**src/rtl/dmem_store_buffer.sv**
```systemverilog
// Data-memory stage: 256x16 single-port RAM fronted by an in-order store buffer.
// Optional macro SB_FORWARD_EN enables load-to-store forwarding from the buffer.
module dmem_store_buffer #(
    parameter int ADDR_W   = 8,
    parameter int DATA_W   = 16,
    parameter int SB_DEPTH = 4
) (
    input  logic                          clock,
    input  logic                          reset,
    input  logic                          enable,
    input  logic [ADDR_W-1:0]             d_addr,
    input  logic [DATA_W-1:0]             d_dataout,
    input  logic                          d_we,
    input  logic                          d_re,
    output logic [DATA_W-1:0]             d_datain,
    output logic                          d_valid,
    output logic                          d_stall,
    output logic [$clog2(SB_DEPTH):0]     sb_count,
    output logic                          sb_empty
);

    localparam int PTR_W = $clog2(SB_DEPTH);
    localparam int CNT_W = PTR_W + 1;

    logic [ADDR_W-1:0] sb_addr [SB_DEPTH];
    logic [DATA_W-1:0] sb_data [SB_DEPTH];
    logic [DATA_W-1:0] mem     [2**ADDR_W];

    logic [PTR_W-1:0]  head;
    logic [PTR_W-1:0]  tail;
    logic [CNT_W-1:0]  count;

    logic              full;
    logic              addr_hit;
    logic              load_block;
    logic              store_acc;
    logic              load_acc;
    logic              drain;
`ifdef SB_FORWARD_EN
    logic [DATA_W-1:0] fwd_data;
`endif

    // Walk oldest to youngest so the last match seen is the youngest entry.
    always_comb begin
        addr_hit = 1'b0;
`ifdef SB_FORWARD_EN
        fwd_data = '0;
`endif
        for (int k = 0; k < SB_DEPTH; k++) begin
            if ((CNT_W'(k) < count) && (sb_addr[head + PTR_W'(k)] == d_addr)) begin
                addr_hit = 1'b1;
`ifdef SB_FORWARD_EN
                fwd_data = sb_data[head + PTR_W'(k)];
`endif
            end
        end
    end

    // Request handshake: a request (d_we and/or d_re) is taken at the rising
    // edge when enable=1 and d_stall=0; with d_stall=1 neither is taken and the
    // CPU must hold the request. d_stall never depends on a same-cycle drain.
    always_comb begin
        full = (count == CNT_W'(SB_DEPTH));
`ifdef SB_FORWARD_EN
        load_block = 1'b0;
`else
        load_block = d_re & addr_hit;
`endif
        d_stall   = enable & ((d_we & full) | load_block);
        store_acc = d_we & enable & ~d_stall;
        load_acc  = d_re & enable & ~d_stall;
        drain     = enable & (count != '0) & ~load_acc;
    end

    always_ff @(posedge clock) begin
        if (reset) begin
            head     <= '0;
            tail     <= '0;
            count    <= '0;
            d_datain <= '0;
            d_valid  <= 1'b0;
        end else begin
            d_valid <= load_acc;
            if (load_acc) begin
`ifdef SB_FORWARD_EN
                d_datain <= addr_hit ? fwd_data : mem[d_addr];
`else
                d_datain <= mem[d_addr];
`endif
            end
            if (store_acc) begin
                sb_addr[tail] <= d_addr;
                sb_data[tail] <= d_dataout;
                tail          <= tail + PTR_W'(1);
            end
            if (drain) begin
                head <= head + PTR_W'(1);
            end
            case ({store_acc, drain})
                2'b10:   count <= count + CNT_W'(1);
                2'b01:   count <= count - CNT_W'(1);
                default: count <= count;
            endcase
        end
    end

    // The RAM port is shared: drain only writes in cycles no load is reading.
    always_ff @(posedge clock) begin
        if (!reset && drain) begin
            mem[sb_addr[head]] <= sb_data[head];
        end
    end

    assign sb_count = count;
    assign sb_empty = (count == '0);

endmodule

```
**config.mk**
```make
export PLATFORM = sky130hd
export DESIGN_NAME = dmem_store_buffer
export DESIGN_NICKNAME = d
export VERILOG_FILES = /design/src/rtl/dmem_store_buffer.sv
export SDC_FILE = /design/constraint.sdc
export NUM_CORES = 2
export LEC_CHECK = 0
export BUFFER_PORTS_ARGS = -buffer_cell sky130_fd_sc_hd__buf_2
export CAP_MARGIN = 30
export CORE_ASPECT_RATIO = 1.75
export CORE_MARGIN = 2
export CORE_UTILIZATION = 50
export CTS_CLUSTER_DIAMETER = 150
export CTS_CLUSTER_SIZE = 40
export DETAILED_ROUTE_END_ITERATION = 6
export GPL_TIMING_DRIVEN = 0
export PLACE_DENSITY = 0.65
export SLEW_MARGIN = 40
export SYNTH_ARGS = -nofsm -noshare
export SYNTH_HDL_FRONTEND = slang
export SYNTH_MEMORY_MAX_BITS = 65536
export SYNTH_SLANG_ARGS = --single-unit
```
**constraint.sdc**
```tcl
create_clock -name clock -period 6.5 [get_ports clock]
set_clock_uncertainty 0.05 [all_clocks]
set_input_delay 1.3 -clock clock [delete_from_list [all_inputs] [get_ports clock]]
set_output_delay 1.3 -clock clock [all_outputs]
set_load 0.05 [all_outputs]
```
# After elaboration in Yosys (flattened, before gate mapping)
# Memory sizes are Yosys's and may differ from the RTL's. A register that Yosys moved wholly into a read port is not among the register bits.
# Cells that the tools add are included.
dict set report word_totals {
  reg_bits 8
  ram_bits 4192
  input_bits 29
  output_inout_bits 22
  wordCells 59
  memories 3
}
# memory words width read_ports rd_ports_with_merged_regs wr line
set memory_table {}
lappend memory_table {mem 256 16 1 1 1 27} ;# logic [DATA_W-1:0] mem [2**ADDR_W];
lappend memory_table {sb_data 4 16 1 1 1 26} ;# logic [DATA_W-1:0] sb_data [SB_DEPTH];
lappend memory_table {sb_addr 4 8 4 1 1 25} ;# logic [ADDR_W-1:0] sb_addr [SB_DEPTH];
dict set report op_classes {
  addsub 6
  n_lt_le_gt_ge 4
  eq_ne 7
  n_mux 14
  n_bitwise 12
  reduce_logical 9
}
# operator n
set op_table {}
lappend op_table {{$eq 8x8->1} 4}
lappend op_table {{$and 1x1->1} 9}
lappend op_table {{$mux 1} 9}
lappend op_table {{$mux 2} 4}
lappend op_table {{$lt 1x3->1 const A} 2}
lappend op_table {{$lt 2x3->1 const A} 2}
lappend op_table {{$pmux 3 s2} 1}
lappend op_table {{$logic_and 1x1->1} 5}
lappend op_table {{$add 2x1->2 const B} 2}
lappend op_table {{$add 2x2->2 const B} 2}
lappend op_table {{$add 3x1->3 const B} 1}
lappend op_table {{$eq 3x3->1 const B} 1}
lappend op_table {{$logic_not 3->1} 1}
lappend op_table {{$reduce_bool 3->1} 1}
lappend op_table {{$sub 3x1->3 const B} 1}
lappend op_table {{$eq 2x1->1 const B} 1}
lappend op_table {{$eq 2x2->1 const B} 1}
lappend op_table {{$not 1->1} 2}
lappend op_table {{$reduce_bool 2->1} 1}
lappend op_table {{$logic_not 1->1} 1}
lappend op_table {{$or 1x1->1} 1}

# Logic depth before layout (Yosys ltp)
# An unclocked memory read counts as a cell.
dict set report depth {
  depth_word 17
  ltp_mapped 15
  depth_no_buf 11
}

# Worst setup path after synthesis
# No wires, ideal clock.
dict set report synth_timing {
  path_kind {in2reg}
  start {in d_addr[4]}
  end {mem sb_addr[0][0], enable pin}
  setup_time_ps 440
  arrival_time_ps 4962
  required_ps 6010
  path_slack_ps 1047
  path_stages 10
  n_path_buf 3
  path_cell_list {buf_2 > buf_1 > xnor2_1 > nor4_1 > mux2i_1 > nor4_4 > o311a_1 > or2_2 > clkbuf_1 > nor3b_1}
}
dict set report synth_between {
  elab_chain_len 14
  elab_cells_between_ends 20
  cone_classes {eq/ne: 4; mux: 7; bitwise: 5; reduce/logical: 4}
}
# item line
set synth_lines {}
lappend synth_lines {{from (decl)} 11} ;# input logic [ADDR_W-1:0] d_addr,
lappend synth_lines {{$eq 8x8->1} 50} ;# if ((CNT_W'(k) < count) && (sb_addr[head + PTR_W'(k)] == d_addr)) begin
lappend synth_lines {{$logic_and 1x1->1} 50}
lappend synth_lines {{$mux 1 (3 in series)} 50}
lappend synth_lines {{$mux 1 (*)} 50}
lappend synth_lines {{$and 1x1->1 (*)} 67} ;# load_block = d_re & addr_hit;
lappend synth_lines {{$or 1x1->1 (*)} 69} ;# d_stall = enable & ((d_we & full) | load_block);
lappend synth_lines {{$and 1x1->1 (*)} 69}
lappend synth_lines {{$not 1->1 (*)} 70} ;# store_acc = d_we & enable & ~d_stall;
lappend synth_lines {{$and 1x1->1 (*)} 70}
lappend synth_lines {{$mux 1 (*)} 91} ;# if (store_acc) begin
lappend synth_lines {{$mux 1 (*)} 76} ;# if (reset) begin
lappend synth_lines {{$mux 1 (implied by the code) (*)} 92} ;# sb_addr[tail] <= d_addr;
lappend synth_lines {{to (decl)} 25}
# Every way passes the cells marked *; elsewhere a longest branch is shown, timed or not.

# Final worst setup path
dict set report layout_timing {
  start {in d_addr[1]}
  end {reg d_datain[4] (read register of mem)}
}
dict set report layout_between {
  elab_chain_len 11
  elab_cells_between_ends 17
  cone_classes {eq/ne: 4; mux: 4; bitwise: 5; reduce/logical: 4}
}
# item line
set layout_lines {}
lappend layout_lines {{$eq 8x8->1} 50}
lappend layout_lines {{$logic_and 1x1->1} 50}
lappend layout_lines {{$mux 1 (4 in series)} 50}
lappend layout_lines {{$and 1x1->1} 67}
lappend layout_lines {{$or 1x1->1} 69}
lappend layout_lines {{$and 1x1->1} 69}
lappend layout_lines {{$not 1->1} 71} ;# load_acc = d_re & enable & ~d_stall;
lappend layout_lines {{$and 1x1->1} 71}
lappend layout_lines {{to (decl)} 15} ;# output logic [DATA_W-1:0] d_datain,
# Parallel ways exist; a longest one is shown, timed or not.
# A chain may end at the register's enable or synchronous reset.

==> impl_results.md <==
- Outcome: complete, but fails checks
- Failing checks: negative setup slack
- Max_slew headroom: 0.280
- Root buffer cell: clkbuf_16
- PwrDens: 263 nW/um^2
- Setup TNS: -0.578 ns
- Worst R2R Setup Slack: 1.17 ns
- DRT Pass-1 Iters: 6
- Worst Setup EP: d_datain[4]
- Gate power share: 0.122
- CP endpoint kind: flop
- DRC: 0
- # rows: 277
- Worst-Skew Late Latency: 0.95 ns
- Syn_area_per_cell: 20.2 sq um
- Switch Pwr: 12.3 mW
- Routed wire per std cell: 48.2 microns
- Clk pin slew, worst setup/hold paths: 0.16 ns
- R2r endpoint: mem[18][14]
- Initial Util: 0.503
- Clock Power Share: 0.233
- Area of the die: 332000 sq um
- Top cells by area, synth: edfxtp_1, mux4_2, mux2i_1
- Vias: 90000
- Main synth FF type: edfxtp_1
- Minimum clock period: 6.73 ns
- Max Cap Viol: 0
- Pint: 35.7 mW
- Final Wtd Congestion: 1.12
- Crit path DAT: 7.54 ns
- Min setup slack post-route: -0.233 ns
- First-pass GRT wire length: 817 mm
- Area Growth Syn to Fin: 11.9%
- Vias in the first global route: 87400
- Num CTS Buffers: 115
- RSZ-0062 raised after global routing: no
- Post-synth EDFFs: 4192
- Mapped cell area: 163000 sq um
- Final hold vios: 0
- Synth Net Count: 8124
- Sequential share of the synthesized area: 0.774
- Switching power share of the total: 0.255
- Die height: 760 microns
- Final setup violating endpoints: 4
- Max Fclk: 149 MHz
- Final worst-path cycle share: 1.04
- Worst Path Class, Setup: in2reg
- Starting DRT DRC Count: 13000
- Commonest non-fill, non-tap cell in the layout: edfxtp_1
- GRT Total Usage: 0.377
- CTS max path bufs: 3
- IO Pins: 51
- Core area: 325000 sq um
- Tightest Pin Transition: 1.07 ns
- P_leak: 56.2 nW
- Layout cells sized above 1: 0.241
- Total gr overflow: 0
- Synth Register Bits: 4218
- Initial antenna violation count: 59
- Ys Warns: 0
- Critical path peak fanout: 11
- Area leader, netlist: edfxtp_1
- Final #Nets: 8680
- Largest net degree at the start of global routing: 72
- Slew Limit Fails: 0
- Nature of the critical path startpoint: input pin
- CP required: 7.31 ns
- Top-area cell type share of the netlist area: 0.770
- Worst Reg-to-Reg Cells: 8
- Maximum vdd drop: 0.282 mV
- Core Util, Final: 0.562
- Distinct cells, synth: 65
- Vias per cell: 6.90
- TritonCTS clock tree: yes
- Quantity of hold-fixing buffers added after cts: 0
- Clock Sinks: 4218
- Share of total power in sequential cells: 0.645
- Most frequent cells in the layout: edfxtp_1, mux4_2, mux2i_1
- Async S/R FF share, synth: 0
- Synthesized instance count: 8086
- Routed Antenna Nets: 0
- I/O Buffers: 49
- H-Tree Depth: 3
- Final WL: 629 mm
- Die Wd: 436 microns
- Worst hold path class: reg2reg
- Setup crit start: d_addr[1]
- Post-DP HPWL: 474 mm
## timing repair
action,in CTS,in global routing
gates resized for setup,3,1
cloned,0,0
endpoints found under the setup margin,6,1
buffers inserted,0,0
## cell usage after synthesis (14+ instances only)
library cell and instances:
nor2_2 50, a22oi_1 50, o221ai_1 244, mux4_2 712
nor2_1 429, nor3_1 151, mux2i_1 679, a311oi_1 14
clkbuf_1 224, a211oi_1 63, buf_4 20, nand3_1 39
o32ai_1 16, o211ai_1 26, nand2b_1 32, nor4_1 68
buf_2 182, edfxtp_1 4192, mux2_2 18, xnor2_1 30
o22ai_1 199, nand2_1 123, a21oi_1 158, nor2b_1 41
o21ai_0 41, a32o_1 15, a2111oi_0 38, dfxtp_1 26
buf_1 60
## through the flow
stage	total power [mW]	area [sq um]	setup slack [ns]	cells	hold slack [ns]
finish	48.0	183000	-0.233	13000	0.456
global route	48.7	183000	0.139	13000	0.473
CTS	47.8	183000	0.212	13000	0.451
detailed placement	37.2	179000	-1.26	12800	0.414
global placement	36.8	169000	-3.16	12500	0.401
floorplan	34.0	163000	1.05	8086	0.437
## state kept, by name, summed over array words and instances, names as in the netlist, named ones only
name and cells:
tail 2, d_datain 16, sb_data 64, mem 4096, sb_addr 32, head 2, d_valid 1, sb_count 3
## critical path, stage by stage
cell and delay [ns]:
buf_2 0.12, buf_2 0.49, buf_4 0.51, buf_4 0.47, buf_4 0.60, buf_2 0.63
buf_2 0.61, mux4_2 0.45, o22ai_1 0.43, nand2_1 0.62, nand3_1 0.72, nor3_2 0.19
a32o_1 0.28
## layout make-up
type	count	area, sq um
clock buffers	148	3020
clock inverters	8	141
well taps	4324	5410
inverters	11	41.3
repair buffers	439	7490
multi-input cells	3361	37700
flip-flops and latches	4218	126000
plain buffers	496	2490
diodes	41	103
fillers	24300	142000
## per-layer routing
layer / global-route usage / wire length, microns / vias up
li1: - / - / 34600
met1: 0.401 / 194000 / 47900
met2: 0.622 / 310000 / 5783
met3: 0.0759 / 50500 / 1740
met4: 0.363 / 74400 / 14
met5: 0 / 99 / -
## power groups by stage
stage / Sequential (mW) / Combinational, mW / Clock (mW)
3_5_place_dp: 31.6 / 5.67 / 0
6_report: 31.0 / 5.88 / 11.2
4_1_cts: 30.9 / 5.68 / 11.2
3_3_place_gp: 32.0 / 4.78 / 0
2_1_floorplan: 31.8 / 2.27 / 0
5_1_grt: 31.0 / 5.88 / 11.9
## worst min path at each step
| stage | start | endpoint | slack (ns) | depth (start not counted) |
|---|---|---|---|---|
| after detailed placement | d_datain[15] | d_datain[15] | 0.41 | 1 |
| after CTS | d_datain[15] | d_datain[15] | 0.45 | 1 |
| final | d_datain[5] | d_datain[5] | 0.46 | 1 |
| after global routing | d_datain[0] | d_datain[0] | 0.47 | 1 |
| after global placement | d_datain[5] | d_datain[5] | 0.40 | 1 |
| after floorplan | tail[1] | tail[1] | 0.44 | 2 |
## cells by family after synthesis
| kind of cell | share of synthesized area |
|---|---|
| AOI/OAI and AO/OA | 0.0400 |
| DFF | 0.774 |
| buffers and inverters | 0.0140 |
| adders and majority gates | 0.000689 |
| and+or+nand+nor | 0.0286 |
| muxes | 0.141 |
| xor gates and xnor gates | 0.00220 |
Note: power is estimated with default switching activity, not from simulation.
